`src/rtl/pwm_pkg.sv`:
```
// Types and defaults shared by the PWM output stage and its receive-side demodulator.
package pwm_pkg;

    localparam int PWM_WIDTH = 8;

    typedef enum logic {
        IDLE    = 1'b0,
        MEASURE = 1'b1
    } pwm_state_e;

endpackage

```
`src/rtl/sync_2ff.sv`:
```
// Single-bit two-flop synchroniser for asynchronous inputs; both stages clear to 0 on reset.
module sync_2ff (
    input  logic clk,
    input  logic rst_n,
    input  logic d,
    output logic q
);

    logic meta_r;
    logic sync_r;

    // Two-stage capture of the asynchronous input
    always_ff @(posedge clk or negedge rst_n) begin
        if (!rst_n) begin
            meta_r <= 1'b0;
            sync_r <= 1'b0;
        end else begin
            meta_r <= d;
            sync_r <= meta_r;
        end
    end

    assign q = sync_r;

endmodule

```
`src/rtl/pwm_demod.sv`:
```
// PWM demodulator: aligns to frame-start falling edges and turns the high time of each
// 2**WIDTH-cycle frame into a sample, with lock tracking and off-boundary edge reporting.
module pwm_demod
    import pwm_pkg::*;
#(
    parameter int WIDTH       = PWM_WIDTH,
    parameter int LOCK_FRAMES = 2,
    parameter int INVERT      = 1
) (
    input  logic             clk,
    input  logic             rst_n,
    input  logic             pwm_in,
    output logic [WIDTH-1:0] sample_out,
    output logic             sample_valid,
    output logic             locked,
    output logic             resync_err
);

    localparam logic [WIDTH-1:0] IDX_MAX  = {WIDTH{1'b1}};
    localparam logic [WIDTH-1:0] IDX_ZERO = {WIDTH{1'b0}};
    localparam logic [WIDTH-1:0] IDX_ONE  = {{(WIDTH-1){1'b0}}, 1'b1};
    localparam logic [WIDTH:0]   H_SAT    = {1'b0, {WIDTH{1'b1}}};
    localparam logic [3:0]       LOCK_TGT = LOCK_FRAMES[3:0];

    // Map the measured high time to a sample; H can reach 2**WIDTH, so both senses saturate.
    function automatic logic [WIDTH-1:0] decode(input logic [WIDTH:0] h);
        logic [WIDTH-1:0] res;
        if (INVERT != 0) begin
            if (h >= H_SAT) begin
                res = {WIDTH{1'b0}};
            end else begin
                res = IDX_MAX - h[WIDTH-1:0];
            end
        end else begin
            if (h >= H_SAT) begin
                res = IDX_MAX;
            end else begin
                res = h[WIDTH-1:0];
            end
        end
        return res;
    endfunction

    logic             s_s;
    logic             fall_s;
    logic [WIDTH:0]   h_s;
    logic [3:0]       lock_next_s;
    logic [WIDTH-1:0] sample_next_s;

    logic             p_r;
    pwm_state_e       state_r;
    logic [WIDTH-1:0] idx_r;
    logic [WIDTH:0]   hcnt_r;
    logic [3:0]       lock_cnt_r;
    logic [WIDTH-1:0] sample_r;
    logic             valid_r;
    logic             locked_r;
    logic             resync_r;

    sync_2ff u_sync (
        .clk   (clk),
        .rst_n (rst_n),
        .d     (pwm_in),
        .q     (s_s)
    );

    assign fall_s        = p_r & ~s_s;
    assign h_s           = hcnt_r + {{WIDTH{1'b0}}, s_s};
    assign sample_next_s = decode(h_s);
    assign lock_next_s   = (lock_cnt_r == 4'd15) ? 4'd15 : lock_cnt_r + 4'd1;

    // Frame tracking, high-time measurement and registered outputs
    always_ff @(posedge clk or negedge rst_n) begin
        if (!rst_n) begin
            p_r        <= 1'b0;
            state_r    <= IDLE;
            idx_r      <= IDX_ZERO;
            hcnt_r     <= {(WIDTH+1){1'b0}};
            lock_cnt_r <= 4'd0;
            sample_r   <= {WIDTH{1'b0}};
            valid_r    <= 1'b0;
            locked_r   <= 1'b0;
            resync_r   <= 1'b0;
        end else begin
            p_r      <= s_s;
            valid_r  <= 1'b0;
            resync_r <= 1'b0;
            case (state_r)
                IDLE: begin
                    if (fall_s) begin
                        state_r <= MEASURE;
                        idx_r   <= IDX_ONE;
                        hcnt_r  <= {(WIDTH+1){1'b0}};
                    end else if (idx_r == IDX_MAX) begin
                        // No edge for a whole frame: steady input, start measuring anyway
                        state_r <= MEASURE;
                        idx_r   <= IDX_ZERO;
                        hcnt_r  <= {(WIDTH+1){1'b0}};
                    end else begin
                        idx_r <= idx_r + IDX_ONE;
                    end
                end
                MEASURE: begin
                    if (fall_s && (idx_r != IDX_ZERO)) begin
                        resync_r   <= 1'b1;
                        lock_cnt_r <= 4'd0;
                        locked_r   <= 1'b0;
                        idx_r      <= IDX_ONE;
                        hcnt_r     <= {(WIDTH+1){1'b0}};
                    end else if (idx_r == IDX_MAX) begin
                        sample_r   <= sample_next_s;
                        valid_r    <= 1'b1;
                        hcnt_r     <= {(WIDTH+1){1'b0}};
                        idx_r      <= IDX_ZERO;
                        lock_cnt_r <= lock_next_s;
                        if (lock_next_s >= LOCK_TGT) begin
                            locked_r <= 1'b1;
                        end else begin
                            locked_r <= locked_r;
                        end
                    end else begin
                        hcnt_r <= h_s;
                        idx_r  <= idx_r + IDX_ONE;
                    end
                end
                default: begin
                    state_r <= IDLE;
                end
            endcase
        end
    end

    assign sample_out   = sample_r;
    assign sample_valid = valid_r;
    assign locked       = locked_r;
    assign resync_err   = resync_r;

endmodule
```
`config.mk`:
```
export PLATFORM = sky130hd
export DESIGN_NAME = pwm_demod
export DESIGN_NICKNAME = d
export VERILOG_FILES = /design/src/rtl/pwm_pkg.sv /design/src/rtl/sync_2ff.sv /design/src/rtl/pwm_demod.sv
export SDC_FILE = /design/constraint.sdc
export NUM_CORES = 1
export LEC_CHECK = 0
export CAP_MARGIN = 10
export CORE_MARGIN = 5
export CORE_UTILIZATION = 55
export CTS_BUF_LIST = sky130_fd_sc_hd__clkbuf_8
export CTS_CLUSTER_DIAMETER = 50
export DETAILED_ROUTE_END_ITERATION = 6
export PLACE_DENSITY_LB_ADDON = 0.12
export SYNTH_ARGS = -nofsm -noshare
export SYNTH_HDL_FRONTEND = slang
export SYNTH_HIERARCHICAL = 1
export SYNTH_SLANG_ARGS = --single-unit
```
`constraint.sdc`:
```
create_clock -name clk -period 5.6 [get_ports clk]
set_input_delay 1.4 -clock clk [delete_from_list [all_inputs] [get_ports clk]]
set_output_delay 1.4 -clock clk [all_outputs]
set_load 0.03 [all_outputs]
```
Word-level counts from Yosys, hierarchy flattened --
Index checks and enable logic that the tools add are counted.
Storage, ports and cells: bits in registers 36, latch bits 0, RAM bits 0, ROM bits 0, bits of input ports 3, output and inout bits 11, logic and storage cells 54, memories kept 0
Cells by class: add/sub/neg operators 4, multiply operators 0, div/mod/pow operators 0, magnitude comparators 2, equality and inequality tests 3, shift-type cells 0, multiplexer cells 23, bitwise operators 4, reduce and logical (&&, ||, !) cells 7
Operators by type and width (count):
- $mux 9 | 4
- $mux 8 | 4
- $pmux 9 s2 | 1
- $pmux 8 s2 | 1
- $mux 4 | 3
- $mux 1 | 10
- $add 9x1->9 | 1
- $ge 9x8->1 const B | 1
- $add 8x1->8 const B | 1
- $eq 8x8->1 const B | 1
- $reduce_bool 8->1 | 1
- $sub 8x8->8 const A | 1
- $reduce_and 3->1 | 2
- $add 4x1->4 const B | 1
- $eq 4x4->1 const B | 1
- $ge 4x2->1 const B | 1
- $reduce_bool 2->1 | 2
- $ne 3x3->1 const B | 1
- $not 1->1 | 3
- $reduce_and 2->1 | 1
- $and 1x1->1 | 1
- $logic_and 1x1->1 | 1

Logic depth before layout (Yosys ltp) --
Gate-level depths: netlist (run 1).
word-level depth 6, depth in mapped cells 7, mapped depth without buffers 6

Cells and area by module --
The synthesis (run 1) kept the hierarchy.
Modules (own cells, without submodules):
- pwm_demod | times used 1, cells an instance 162, area an instance 1714.1 sq um
- sync_2ff | times used 1, cells an instance 2, area an instance 50.0 sq um

Worst setup path after synthesis (run 1) --
No wires, ideal clock.
path kind reg2reg, start point register idx_r[0], end point register sample_r[0] (netlist: sample_out[0]), library setup time 121 ps, arrival 2038 ps, slack 3441 ps, cell stages (with the launch flop) 7, path buffers 0, period minus slack after synthesis 2159 ps, cell sequence dfrtp_1 -> inv_1 -> ha_1 -> or4b_4 -> o41ai_1 -> nand3_2 -> a22o_1
On the way: longest elaborated chain between the ends 4, elaborated cells between the ends (all ways) 5, classes of those cells 1 x eq/ne; 1 x bitwise; 3 x reduce/logical
Ends and longest elaborated chain:
- start: declaration | line pwm_demod.sv:52 | logic [WIDTH-1:0] idx_r;
- start signal: assignment | line pwm_demod.sv:100 | idx_r <= idx_r + IDX_ONE;
- start signal: assignment | line pwm_demod.sv:123 | idx_r <= idx_r + IDX_ONE;
- $reduce_bool 8->1 | line pwm_demod.sv:104 | if (fall_s && (idx_r != IDX_ZERO)) begin
- $logic_and 1x1->1 | line pwm_demod.sv:104
- $not 1->1 (no source line)
- $reduce_and 3->1 (no source line) *
- end signal: assignment | line pwm_demod.sv:80 | sample_r <= {WIDTH{1'b0}};
- end signal: assignment | line pwm_demod.sv:111 | sample_r <= sample_next_s;
- end: declaration | line pwm_demod.sv:55 | logic [WIDTH-1:0] sample_r;
Every way passes the cells marked *; elsewhere a longest branch is shown, timed or not. A chain may end at the register's enable or synchronous reset.

Final worst setup path (run 1) --
start point register sample_r[1] (netlist: sample_out[1]), end point output sample_out[1]
RTL lines:
- end: declaration | line pwm_demod.sv:13 | output logic [WIDTH-1:0] sample_out,
No word-level cell between the ends.

==> results.sh, run 1 <==
export IMPL_yosysWarnings=6
export IMPL_fin_ws_ns=2.84
export IMPL_period_share_pct=49.4
export IMPL_crit_required_ns=4.20
export IMPL_path_delay_family="buffers and inverters"
export IMPL_port_buffer_count=13
export IMPL_post_cts_resize_count=0
export IMPL_core_area_um2=3050
export IMPL_dieArea_um2=4440
export IMPL_critPathBufInv=1
export IMPL_synthArstFlopShare_pct=100
export IMPL_grt_usage_pct=17.5
export IMPL_end_kind="output port"
export IMPL_gp_congestion=0.816
export IMPL_setup_tns_ns=0
export IMPL_synth_area_per_cell_um2=10.8
export IMPL_cts_buffer_depth=2
export IMPL_areaGrowthSynthToFinish_pct=16.7
export IMPL_synth_top_flop_cell="dfrtp_1"
export IMPL_final_nets=188
export IMPL_die_x_um=66.6
export IMPL_cts_htree_levels=2
export IMPL_synth_largest_area_cell="dfrtp_1"
export IMPL_min_path_type="reg -> reg"
export IMPL_cts_tree="built"
export IMPL_grt_pass1_vias=1242
export IMPL_syn_cell_area_um2=1760
export IMPL_cts_root_buf="clkbuf_8"
export IMPL_cts_sinks=36
export IMPL_post_cts_buffers=0
export IMPL_insertion_delay_ns=0.29
export IMPL_num_rows=20
export IMPL_cap_violations=0
export IMPL_synth_top_area_share_pct=51.1
export IMPL_worstPathCellList="clkdlybuf4s50_1"
export IMPL_vdd_drop_max_mv=0.211
export IMPL_powerDensity_nw_per_um2=332
export IMPL_setup_viol=0
export IMPL_synthTopCellsByCount="dfrtp_1, a22o_1, nand3_1, a21oi_1, nor2_1"
export IMPL_maxSlewViolCount=0
export IMPL_worst_pin_slew_ns=0.706
export IMPL_grt_pass1_wl_mm=5.78
export IMPL_vias=1280
export IMPL_synth_enable_flop_cells=0
export IMPL_critPathMaxFanout=2
export IMPL_synth_seq_cells=36
export IMPL_rsz0062_at_grt="false"
export IMPL_crit_type="reg -> out"
export IMPL_wire_per_inst_um=14.5
export IMPL_antenna_found_initial=0
export IMPL_finalClockSkew_ns=0.00696
export IMPL_grt_overflow=0
export IMPL_dpl_cell_count=216
export IMPL_drive_above_1_share_pct=8.29
export IMPL_drc=0
export IMPL_seq_area_frac_synth_pct=51.1
export IMPL_drt_total_wl_mm=3.27
export IMPL_slowest_stage="clkdlybuf4s50_1"
export IMPL_synth_most_common_cell="dfrtp_1"
export IMPL_postRouteAntennaNets=0
export IMPL_synth_distinct_cells=37
export IMPL_startpoint_type="register"
export IMPL_pre_cts_slack_ns=3.16
export IMPL_cts_reportedPaths_clkPinSlew_ns=0.07
export IMPL_layoutNonFillerInstCount=225
export IMPL_cts_buffers=5
export IMPL_cpPeakStageDelay_ns=0.69
export IMPL_io_pins=14
export IMPL_syn_nets=172
export IMPL_fin_crit_ns=2.76
export IMPL_start_util_pct=57.8
export IMPL_ctsHoldBuffers=0
export IMPL_drtIter0Drc=62
export IMPL_status="finished, final reports clean"
export IMPL_worstPathArrival_ns=1.36
export IMPL_synthCells=164
export IMPL_slew_headroom_pct=52.5
export IMPL_place_hpwl_mm=2.32
export IMPL_hold_viol=0
export IMPL_grt_max_degree=37
export IMPL_dr_pass1_iters=4
export IMPL_clock_fmax_mhz=362
export IMPL_die_y_um=66.6
export IMPL_vias_per_cell=5.69
export IMPL_synthTopCellsByArea="dfrtp_1, a22o_1, ha_1"
export IMPL_diodes=0
export IMPL_power_leakage_uw=0.000913
## per-stage QoR
step	total power [uW]	util, %	cell area, um^2	hold WS [ns]
floorplan	410	-	1760	0.331
global placement	438	63.1	1930	0.340
detailed placement	441	63.1	1930	0.338
CTS	689	67.3	2050	0.358
global route	723	67.4	2060	0.378
finish	683	67.4	2060	0.354
## cell families (layout without fill, tap and decap cells)
logic type	after synthesis	in the layout	synth area share [%]
AOI/OAI and AO/OA	41	41	17.6
DFF	36	36	51.1
adders and majority gates	5	5	3.55
xor gates and xnor gates	11	11	5.46
and+or+nand+nor	57	57	18.9
buffers and inverters	14	31	3.40
## placed cells by master, fill, tap and decap left out, types with 4 or more instances in the layout
cell,Yosys,routed
clkbuf_8,0,7
o21ai_0,4,4
nand2_1,7,7
xor2_1,6,6
clkdlybuf4s50_1,0,13
nand3_1,11,11
ha_1,5,5
nor4_1,4,4
xnor2_1,5,5
nor2_1,10,10
inv_1,8,8
a21oi_1,10,10
dfrtp_1,36,36
a22o_1,11,11
and2_1,6,6
a221o_1,5,5
## power breakdown
part / internal [uW] / switching (uW) / total [uW]
logic: 55.7 / 60.4 / 116
clock network: 157 / 88.9 / 246
registers: 288 / 33.2 / 321
total: 500 / 183 / 683
## registers in the layout, indices dropped and copies added (netlist names)
name / cells
state_r: 1
idx_r: 8
hcnt_r: 9
locked: 1
p_r: 1
u_sync/meta_r: 1
sample_valid: 1
sample_out: 8
u_sync/q: 1
resync_err: 1
lock_cnt_r: 4
## worst register-to-register path, delay by kind of cell (launching register included)
family | cells | cell delay [ns]
compound gates | 2 | 0.74
simple gates | 2 | 0.99
buf+inv | 1 | 0.09
flops | 1 | 0.41
fa+ha+maj | 1 | 0.14
## path summary, 6_finish.rpt
check                              startpoint       endpoint  slack (ns)  cells past startpoint
worst max-delay path            sample_out[1]  sample_out[1]        2.84                      1
worst min-delay path            u_sync/meta_r       u_sync/q        0.35                      0
max in group asynchronous               rst_n       idx_r[7]        3.76                      2
min in group asynchronous               rst_n  sample_out[5]        1.53                      2
worst min register to register  u_sync/meta_r       u_sync/q        0.35                      0
worst max register to register       idx_r[0]      hcnt_r[3]        3.18                      6
## per-layer routing
metal  wire (um)  track usage (%)  up-vias
li1            -                -      634
met1        1610             23.7      614
met2        1450             26.4       24
met3         149             4.38        8
met4          62             7.36        0
met5           0                0        -
## area by class of cell
type / count / area (um^2)
well taps: 44 / 55.1
inverters: 8 / 30.0
clock inverters: 1 / 30.0
flip-flops and latches: 36 / 901
fillers: 262 / 995
clock buffers: 7 / 96.3
multi-input cells: 114 / 803
repair buffers: 15 / 143
No activity file was read; power rests on OpenSTA's default activity.
==> run 2: changes to the inputs <==
==> constraint.sdc (replaced) <==
create_clock -name clk -period 2.75 [get_ports clk]
set_input_delay 0.6875 -clock clk [delete_from_list [all_inputs] [get_ports clk]]
set_output_delay 0.6875 -clock clk [all_outputs]
set_load 0.03 [all_outputs]
==> results.sh, run 2 (synthesized netlist as in run 1, its figures left out) <==
export IMPL_cts_tree="built"
export IMPL_areaGrowthSynthToFinish_pct=15.2
export IMPL_dieArea_um2=4440
export IMPL_maxSlewViolCount=0
export IMPL_gp_congestion=0.851
export IMPL_grt_pass1_wl_mm=5.95
export IMPL_clock_fmax_mhz=406
export IMPL_min_path_type="reg -> reg"
export IMPL_period_share_pct=89.6
export IMPL_reg2reg_slack_ns=0.29
export IMPL_post_cts_buffers=0
export IMPL_drt_total_wl_mm=3.48
export IMPL_crit_type="reg -> reg"
export IMPL_cts_root_buf="clkbuf_8"
export IMPL_grt_usage_pct=18.1
export IMPL_largest_reg_flops=9
export IMPL_hold_viol=0
export IMPL_worstPathCellList="ha_1 > nand4_1 > nor2_1 > nor3_1 > inv_1 > a21oi_1"
export IMPL_cts_reportedPaths_clkPinSlew_ns=0.06
export IMPL_dr_pass1_iters=5
export IMPL_crit_required_ns=2.96
export IMPL_core_area_um2=3050
export IMPL_io_pins=14
export IMPL_worstPathArrival_ns=2.67
export IMPL_cts_sinks=36
export IMPL_antenna_found_initial=0
export IMPL_vias_per_cell=5.88
export IMPL_critPathMaxFanout=10
export IMPL_drc=0
export IMPL_wire_per_inst_um=15.4
export IMPL_cts_buffers=5
export IMPL_port_buffer_count=13
export IMPL_worstReg2RegStart="idx_r[0]"
export IMPL_fin_util_pct=66.6
export IMPL_r2r_cells=6
export IMPL_power_leakage_uw=0.000907
export IMPL_drive_above_1_share_pct=7.69
export IMPL_grt_overflow=0
export IMPL_cpPeakStageDelay_ns=0.94
export IMPL_setup_tns_ns=0
export IMPL_grt_pass1_vias=1276
export IMPL_hold_start="u_sync/meta_r"
export IMPL_vias=1328
export IMPL_die_x_um=66.6
export IMPL_rsz0062_at_grt="false"
export IMPL_rr_endpoint="idx_r[2]"
export IMPL_path_delay_family="simple AND/OR/NAND/NOR gates"
export IMPL_startpoint_type="register"
export IMPL_ctsHoldBuffers=0
export IMPL_num_rows=20
export IMPL_finalClockSkew_ns=0.00573
export IMPL_whs_path_depth=0
export IMPL_postRouteAntennaNets=0
export IMPL_end_kind="register"
export IMPL_hold_end="u_sync/q"
export IMPL_place_hpwl_mm=2.42
export IMPL_setup_viol=0
export IMPL_cts_htree_levels=2
export IMPL_grt_max_degree=37
export IMPL_top_register="hcnt_r"
export IMPL_cap_violations=0
export IMPL_insertion_delay_ns=0.29
export IMPL_slew_headroom_pct=19.4
export IMPL_final_common_cell="dfrtp_1"
export IMPL_slowest_stage="nor3_1"
export IMPL_final_nets=189
export IMPL_vdd_drop_max_mv=0.442
export IMPL_drtIter0Drc=76
export IMPL_fin_crit_ns=2.46
export IMPL_critPathBufInv=1
export IMPL_start_util_pct=57.8
export IMPL_worst_pin_slew_ns=1.20
export IMPL_post_cts_resize_count=0
export IMPL_status="finished, final reports clean"
export IMPL_final_cell_mix="dfrtp_1, clkdlybuf4s50_1, nand3_1, a22o_1"
export IMPL_cts_buffer_depth=2
export IMPL_powerDensity_nw_per_um2=629
export IMPL_diodes=0
export IMPL_die_y_um=66.6
-- run 2: area by class of cell --
class | count | area, um^2
Inverter | 8 | 30.0
Clock inverter | 2 | 7.51
Fill cell | 255 | 1020
Clock buffer | 6 | 82.6
Multi-Input combinational cell | 114 | 803
Sequential cell | 36 | 901
Timing Repair Buffer | 16 | 153
Tap cell | 44 | 55.1
-- run 2: worst max path at each step --
stage / from / end / slack (ns) / cells after the start
global route: idx_r[0] / idx_r[2] / 0.17 / 6
global placement: idx_r[0] / sample_out[2] / 0.40 / 6
floorplan: idx_r[0] / sample_out[0] / 0.59 / 6
CTS: idx_r[0] / hcnt_r[3] / 0.33 / 6
detailed placement: idx_r[0] / sample_out[0] / 0.34 / 6
finish: idx_r[0] / idx_r[2] / 0.29 / 6
-- run 2: worst reg2reg max path: cells and delay by family, from the launching register on --
kind	cells	cell delay, ns
fa+ha+maj	1	0.26
buf+inv	1	0.28
flops	1	0.40
simple gates	3	1.21
compound gates	1	0.23
-- run 2: power by group --
part | internal (uW) | total [uW] | switching, uW
registers | 586 | 655 | 68.9
logic | 117 | 246 | 129
clock network | 197 | 376 | 179
total | 899 | 1280 | 378
-- run 2: per-layer routing --
metal  routed length, um  vias to the layer above  track usage [%]
met3                 176                        8             4.38
met4                  85                        0             10.7
met5                   0                        -                0
met2                1550                       41             27.4
met1                1670                      638             23.5
li1                    -                      641                -
-- run 2: stage by stage --
stage	total power, uW	setup WS, ns	std cells	area (um^2)	hold WS (ns)
2_1_floorplan	836	0.591	164	1760	0.331
3_3_place_gp	894	0.402	218	1940	0.345
3_5_place_dp	907	0.343	218	1940	0.338
4_1_cts	1290	0.325	226	2030	0.363
5_1_grt	1360	0.167	226	2030	0.383
6_report	1280	0.286	226	2030	0.358
